===== config.mk =====
export PLATFORM = sky130hd
export DESIGN_NAME = rom_fetch
export DESIGN_NICKNAME = d
export VERILOG_FILES = /design/src/rtl/rom_fetch_pkg.sv /design/src/rtl/rom_fetch_fifo.sv /design/src/rtl/rom_fetch.sv
export SDC_FILE = /design/constraint.sdc
export NUM_CORES = 1
export LEC_CHECK = 0
export CORE_MARGIN = 3
export CORE_UTILIZATION = 50
export CTS_CLUSTER_DIAMETER = 30
export DETAILED_ROUTE_END_ITERATION = 8
export HOLD_SLACK_MARGIN = 0.12
export PLACE_DENSITY = 0.92
export SKIP_LAST_GASP = 1
export SYNTH_ARGS = -nofsm -noshare
export SYNTH_HDL_FRONTEND = slang
export SYNTH_HIERARCHICAL = 1
export SYNTH_SLANG_ARGS = --single-unit

===== constraint.sdc =====
create_clock -name clk_i -period 2.4 [get_ports clk_i]
set_input_delay 0.36 -clock clk_i [delete_from_list [all_inputs] [get_ports clk_i]]
set_output_delay 0.36 -clock clk_i [all_outputs]
set_load 0.01 [all_outputs]

===== src/rtl/rom_fetch_pkg.sv =====
// ----------------------------------------------------------------------------
// rom_fetch_pkg
//
// Shared types for the ROM fetch stage:
//   state_t     fetch sequencer states (IDLE, RUN, HALT)
//   entry_t     one buffered fetch result {data, addr, error} at the
//               default ROM geometry
//   ADDR_WIDTH  default ROM address width
//   DATA_WIDTH  default ROM word width
//   ENTRY_WIDTH packed width of entry_t
// ----------------------------------------------------------------------------
package rom_fetch_pkg;

    localparam int ADDR_WIDTH = 5;
    localparam int DATA_WIDTH = 16;

    typedef enum logic [1:0] {
        IDLE = 2'd0,
        RUN  = 2'd1,
        HALT = 2'd2
    } state_t;

    // Field order matches the flat vector the fetch stage writes into its
    // buffer: data in the top bits, then address, then the error flag.
    typedef struct packed {
        logic [DATA_WIDTH-1:0] data;
        logic [ADDR_WIDTH-1:0] addr;
        logic                  error;
    } entry_t;

    localparam int ENTRY_WIDTH = $bits(entry_t);

endpackage


===== src/rtl/rom_fetch_fifo.sv =====
// ----------------------------------------------------------------------------
// fetch_fifo
//
// Two-entry synchronous FIFO used to hold fetched ROM words until the
// consumer accepts them. The head entry is presented combinationally so a
// word is visible the cycle after it is pushed.
//
// Ports:
//   clk         clock, rising edge
//   srst        synchronous active-high reset (empties FIFO, zeroes storage)
//   push        write push_data at the tail (ignored when full without pop)
//   push_data   entry to write
//   pop         remove head entry (ignored when empty)
//   flush       discard all entries; dominates push and pop
//   count       number of stored entries (0..2)
//   head_data   oldest entry
//   head_valid  count != 0
// ----------------------------------------------------------------------------
module fetch_fifo
    import rom_fetch_pkg::*;
#(
    parameter int width = ENTRY_WIDTH
) (
    input  logic             clk,
    input  logic             srst,
    input  logic             push,
    input  logic [width-1:0] push_data,
    input  logic             pop,
    input  logic             flush,
    output logic [1:0]       count,
    output logic [width-1:0] head_data,
    output logic             head_valid
);

    logic [width-1:0] mem_reg [2];
    logic             rd_ptr_reg;
    logic             rd_ptr_next;
    logic             wr_ptr_reg;
    logic             wr_ptr_next;
    logic [1:0]       count_reg;
    logic [1:0]       count_next;
    logic             do_push;
    logic             do_pop;

    // A push into a full FIFO is legal only when the head leaves in the same
    // cycle; the write then lands in the slot being vacated, which keeps the
    // order intact because wr_ptr == rd_ptr whenever the FIFO is full.
    assign do_pop  = pop  && (count_reg != 2'd0) && !flush;
    assign do_push = push && ((count_reg != 2'd2) || do_pop) && !flush;

    always_comb begin
        rd_ptr_next = rd_ptr_reg;
        wr_ptr_next = wr_ptr_reg;
        count_next  = count_reg;
        if (flush) begin
            rd_ptr_next = 1'b0;
            wr_ptr_next = 1'b0;
            count_next  = 2'd0;
        end else begin
            if (do_push) begin
                wr_ptr_next = ~wr_ptr_reg;
            end
            if (do_pop) begin
                rd_ptr_next = ~rd_ptr_reg;
            end
            case ({do_push, do_pop})
                2'b10:   count_next = count_reg + 2'd1;
                2'b01:   count_next = count_reg - 2'd1;
                default: count_next = count_reg;
            endcase
        end
    end

    always_ff @(posedge clk) begin
        if (srst) begin
            rd_ptr_reg <= 1'b0;
            wr_ptr_reg <= 1'b0;
            count_reg  <= 2'd0;
        end else begin
            rd_ptr_reg <= rd_ptr_next;
            wr_ptr_reg <= wr_ptr_next;
            count_reg  <= count_next;
        end
    end

    // Storage is cleared on reset so the head outputs read zero until the
    // first word arrives.
    generate
        for (genvar gi = 0; gi < 2; gi++) begin : g_slot
            always_ff @(posedge clk) begin
                if (srst) begin
                    mem_reg[gi] <= '0;
                end else if (do_push && (wr_ptr_reg == 1'(gi))) begin
                    mem_reg[gi] <= push_data;
                end
            end
        end
    endgenerate

    assign count      = count_reg;
    assign head_data  = mem_reg[rd_ptr_reg];
    assign head_valid = (count_reg != 2'd0);

endmodule


===== src/rtl/rom_fetch.sv =====
// ----------------------------------------------------------------------------
// rom_fetch
//
// Sequential fetch stage in front of a combinational ROM. A program counter
// drives the ROM address; each returned word is captured together with its
// address and error flag into a 2-entry buffer and handed to the decode
// stage over a valid/ready handshake. Back-pressure stalls the counter once
// the buffer is full, so no word is lost or fetched twice.
//
// Ports:
//   clk_i            clock, rising edge
//   rst_i            synchronous active-high reset
//   start_i          start fetching at start_addr_i (IDLE/HALT only)
//   start_addr_i     first fetch address
//   redirect_i       flush buffer and restart at redirect_addr_i (any state)
//   redirect_addr_i  redirect target
//   rom_addr_o       ROM address (the program counter)
//   rom_data_i       ROM word for rom_addr_o, same cycle
//   rom_error_i      ROM error flag for rom_addr_o, same cycle
//   instr_o          head word
//   instr_addr_o     address of head word
//   instr_error_o    ROM error flag captured with head word
//   instr_valid_o    head entry present
//   instr_ready_i    consumer takes the head this cycle
//   busy_o           sequencer in RUN
//   halted_o         sequencer in HALT
// ----------------------------------------------------------------------------
module rom_fetch
    import rom_fetch_pkg::*;
#(
    parameter int addr_width = ADDR_WIDTH,
    parameter int data_width = DATA_WIDTH,
    parameter bit wrap_en    = 1'b0
) (
    input  logic                  clk_i,
    input  logic                  rst_i,
    input  logic                  start_i,
    input  logic [addr_width-1:0] start_addr_i,
    input  logic                  redirect_i,
    input  logic [addr_width-1:0] redirect_addr_i,
    output logic [addr_width-1:0] rom_addr_o,
    input  logic [data_width-1:0] rom_data_i,
    input  logic                  rom_error_i,
    output logic [data_width-1:0] instr_o,
    output logic [addr_width-1:0] instr_addr_o,
    output logic                  instr_error_o,
    output logic                  instr_valid_o,
    input  logic                  instr_ready_i,
    output logic                  busy_o,
    output logic                  halted_o
);

    localparam int entry_width = data_width + addr_width + 1;
    localparam logic [addr_width-1:0] pc_one  = addr_width'(1);
    localparam logic [addr_width-1:0] pc_last = {addr_width{1'b1}};

    state_t                  state_reg;
    state_t                  state_next;
    logic [addr_width-1:0]   pc_reg;
    logic [addr_width-1:0]   pc_next;

    logic                    push;
    logic                    pop;
    logic                    flush;
    logic [1:0]              fifo_count;
    logic                    fifo_room;
    logic [entry_width-1:0]  push_entry;
    logic [entry_width-1:0]  head_entry;
    logic                    head_valid;

    // ------------------------------------------------------------------
    // Entry buffer
    // ------------------------------------------------------------------
    assign push_entry = {rom_data_i, pc_reg, rom_error_i};

    fetch_fifo #(
        .width (entry_width)
    ) u_fifo (
        .clk        (clk_i),
        .srst       (rst_i),
        .push       (push),
        .push_data  (push_entry),
        .pop        (pop),
        .flush      (flush),
        .count      (fifo_count),
        .head_data  (head_entry),
        .head_valid (head_valid)
    );

    assign fifo_room = (fifo_count != 2'd2);

    // A pop in a redirect cycle is still a completed handshake: the flush
    // removes the remaining entries and the consumed word is not replayed.
    assign pop = head_valid && instr_ready_i;

    // ------------------------------------------------------------------
    // Sequencer: next state, next pc, buffer controls
    // ------------------------------------------------------------------
    always_comb begin
        state_next = state_reg;
        pc_next    = pc_reg;
        push       = 1'b0;
        flush      = 1'b0;

        if (redirect_i) begin
            // Redirect beats start and suppresses this cycle's push: the word
            // on the ROM belongs to the abandoned stream.
            flush      = 1'b1;
            pc_next    = redirect_addr_i;
            state_next = RUN;
        end else begin
            case (state_reg)
                IDLE, HALT: begin
                    // Restarting from HALT keeps any undelivered entries.
                    if (start_i) begin
                        pc_next    = start_addr_i;
                        state_next = RUN;
                    end
                end
                RUN: begin
                    // A pop frees a slot in the same cycle, so a full buffer
                    // still accepts a new word while the consumer is taking.
                    push = fifo_room || pop;
                    if (push) begin
                        pc_next = pc_reg + pc_one;
                        if (rom_error_i || (!wrap_en && (pc_reg == pc_last))) begin
                            state_next = HALT;
                        end
                    end
                end
                default: begin
                    state_next = IDLE;
                end
            endcase
        end
    end

    always_ff @(posedge clk_i) begin
        if (rst_i) begin
            state_reg <= IDLE;
            pc_reg    <= '0;
        end else begin
            state_reg <= state_next;
            pc_reg    <= pc_next;
        end
    end

    // ------------------------------------------------------------------
    // Outputs
    // ------------------------------------------------------------------
    assign rom_addr_o    = pc_reg;
    assign instr_o       = head_entry[entry_width-1 -: data_width];
    assign instr_addr_o  = head_entry[addr_width:1];
    assign instr_error_o = head_entry[0];
    assign instr_valid_o = head_valid;
    assign busy_o        = (state_reg == RUN);
    assign halted_o      = (state_reg == HALT);

endmodule

==> reports/metrics.cfg <==
[route]
firstDrtPassIters=4
routed_wirelength_um=5282
vias=1912
wl_per_cell_um=14.35
drtIter0Drc=103
ant_nets=0
via_per_inst=5.196
drc_errors=0

[setup_path]
worst-setup-path-type=reg -> reg
timing.rr.end=u_fifo/count[1]
crit_buf_inv=1
reg2reg_from=u_fifo/count[0]
end_kind=register
crit_path_max_fanout=6
path_delay_family=simple AND/OR/NAND/NOR gates
rrSetupSlack_ns=0.20
cp_cell_sequence=or2_2 -> nand2_1 -> inv_1 -> or3b_4 -> nand2_1 -> ha_1 -> or3_1 -> a21oi_1
critPathLaunchType=register
crit_start=u_fifo/count[0]
cp_common_cell=nand2_1
cp_data_arrival_time_ns=2.43
cp_slowest_cell=or3b_4
critPathMaxStageDelay_ns=0.41
worstSetupPathDepth=8
reg2regPathDepth=8
critPathRequiredTime_ns=2.63

[power_and_ir_drop]
switching_share_pct=22.36
vdd_ir_drop_max_uv=235.5
combPwrFrac_pct=15.1
p_clk_share_pct=25.7
seqPwrFrac_pct=59.2
p_per_area_nw_per_um2=535.8
p_int_mw=1.458
leakage_nw=1.268
p_sw_mw=0.4200

[logic_synthesis]
synth_area_sq_um=2698
synthCells=227
synth.ff_latch_count=56
seq_area_frac_synth_pct=57.88
syn_avg_cell_area_sq_um=11.88
yosys.cell_types.count=44
synth_top_area_cell=edfxtp_1
syn_nets=262
synth_warnings=6
ys_top_cells_by_area=edfxtp_1 (49%), mux2_2 (9.2%), dfxtp_1 (8.9%)
synth_top_area_share_pct=48.98

[layout]
final_net_count=332
drive_gt1_share_pct=17.11
final_cell_count_no_fill=368
antenna_cells=0
largest_reg_flops=44
area_delta_synth_final_pct=29.96

[clock_tree]
worstSkewPairLatency_ns=0.30
cts_tree=done
postCtsResizedCells=0
cts_hold_buf=0
cts_setup_buffers=0
clk_pin_slew_ns=0.08
clk_path_buf_depth=2
cts_root_buf=clkbuf_8
ctsHtreeMaxLevel=2
cts_sinks=56
cts_buffers=5

[die]
die_w_um=79.45
rows=26
die_y_um=79.45
die_area_sq_um=6312
start_util_pct=52.15
boundaryPins=62
coreArea_sq_um=5172

[timing]
setup-tns-final_ns=0
final-setup-viol-count=0
fmax_ghz=0.4542
fin_skew_ns=0.01125
worst_slew_margin_rel_pct=76.30
worst-slew-pin-transition_ns=0.3518
slew_viol_final=0
min_period_ns=2.202
fin_ws_ns=0.1982
grt_setup_unrepaired=no
hold_violations=0
period_share_pct=91.74

[run]
cap_viol_max_count=0

[global_routing]
grt_overflow=0
grt_usage_pct=17.74
grt_pass1_vias=1984
use_met2_pct=32.47
grtUsageMet1_pct=20.39
grt_antenna_before_repair=0
grt_max_degree=24
grt_busiest_layer=met2
grt_first_pass_wirelength_um=8700
met3_usage_pct=3.273

[place]
dp.cells=360
gp_congestion=0.8396
dp_slack_ns=0.08726
portBuffers=61
dp_hpwl_um=3677

[min_path]
hold_path_class=reg -> reg
whs_path_depth=2
holdCritStartpoint=u_fifo/rd_ptr_reg
holdPathEnd=u_fifo/rd_ptr_reg

[run_status]
status=finished clean

-- cells in the mapped netlist, drive strengths merged --
| cell type | number |
|---|---|
| nor2b | 2 |
| nand2 | 8 |
| or3b | 1 |
| nor3 | 3 |
| mux2i | 2 |
| and2 | 1 |
| nand2b | 26 |
| and3 | 1 |
| or3 | 1 |
| a31oi | 1 |
| or2 | 2 |
| and2b | 1 |
| o21a | 1 |
| a311oi | 1 |
| ha | 3 |
| a211oi | 1 |
| a211o | 1 |
| a21oi | 6 |
| nand3 | 2 |
| o31ai | 1 |
| a21bo | 1 |
| edfxtp | 44 |
| dfxtp | 12 |
| nor2 | 49 |
| o21ai | 8 |
| clkbuf | 2 |
| nor3b | 1 |
| mux2 | 24 |
| xnor2 | 3 |
| buf | 6 |
| xor2 | 2 |
| o211ai | 1 |
| o22ai | 3 |
| nand3b | 1 |
| inv | 5 |
-- worst min-delay path, delay by kind of cell (launching register included) --
family / cells / cell delay, ns
xor+xnor: 1 / 0.09
flops: 1 / 0.34
simple gates: 1 / 0.08
-- metrics by stage --
stage | hold WS, ns | util [%] | power [mW] | area, sq um
after floorplan | 0.4291 | - | 1.263 | 2698
after global placement | 0.4861 | 66.13 | 1.411 | 3421
after detailed placement | 0.4886 | 66.13 | 1.418 | 3421
after CTS | 0.5395 | 67.78 | 1.895 | 3506
after global routing | 0.5605 | 67.78 | 1.951 | 3506
final | 0.5410 | 67.78 | 1.878 | 3506
-- cell families after synthesis --
group / count (synthesis) / synth area share (%)
xor+xnor: 5 / 1.624
flops: 56 / 57.89
fa+ha+maj: 3 / 1.392
compound gates: 25 / 6.077
simple gates: 99 / 18.69
buf+inv: 13 / 3.293
mux: 26 / 11.04
-- area by class of cell --
cell class	instances	area, sq um
Multi-Input combinational cell	158	1047
Clock inverter	1	8.758
Inverter	5	26.28
Sequential cell	56	1562
Clock buffer	7	76.32
Tap cell	70	87.58
Timing Repair Buffer	71	698.2
Fill cell	364	1667
-- metal layers --
| metal | share of wire (%) | routed length, um |
|---|---|---|
| met5 | 0 | 0 |
| met4 | 1.2 | 64 |
| met3 | 6.5 | 343 |
| met2 | 53 | 2817 |
| met1 | 39 | 2057 |
-- worst max-delay path by stage --
stage / endpoint / slack (ns)
floorplan: u_fifo/mem_reg[1][0] / 0.13
global placement: u_fifo/count[1] / 0.14
detailed placement: u_fifo/count[1] / 0.09
CTS: u_fifo/count[1] / 0.20
global route: u_fifo/count[1] / 0.05
finish: u_fifo/count[1] / 0.20
-- placed cells by master, fill, tap and decap left out, types with 3 or more instances in the layout --
| master | instances |
|---|---|
| a21oi_1 | 4 |
| buf_4 | 9 |
| clkbuf_8 | 5 |
| clkdlybuf4s50_1 | 61 |
| dfxtp_1 | 12 |
| edfxtp_1 | 44 |
| ha_1 | 3 |
| inv_1 | 3 |
| mux2_2 | 22 |
| nand2_1 | 8 |
| nand2b_1 | 25 |
| nor2_1 | 49 |
| nor3_1 | 3 |
| o21ai_0 | 3 |
| o21ai_1 | 4 |
| o22ai_1 | 3 |
| xnor2_1 | 3 |
-- power groups by stage --
stage | Combinational [mW] | Clock [mW] | Sequential (mW)
floorplan | 0.132 | 0 | 1.13
global route | 0.308 | 0.527 | 1.12
CTS | 0.286 | 0.497 | 1.11
global placement | 0.280 | 0 | 1.13
detailed placement | 0.285 | 0 | 1.13
finish | 0.284 | 0.483 | 1.11
Power figures use the tool's default switching activity.
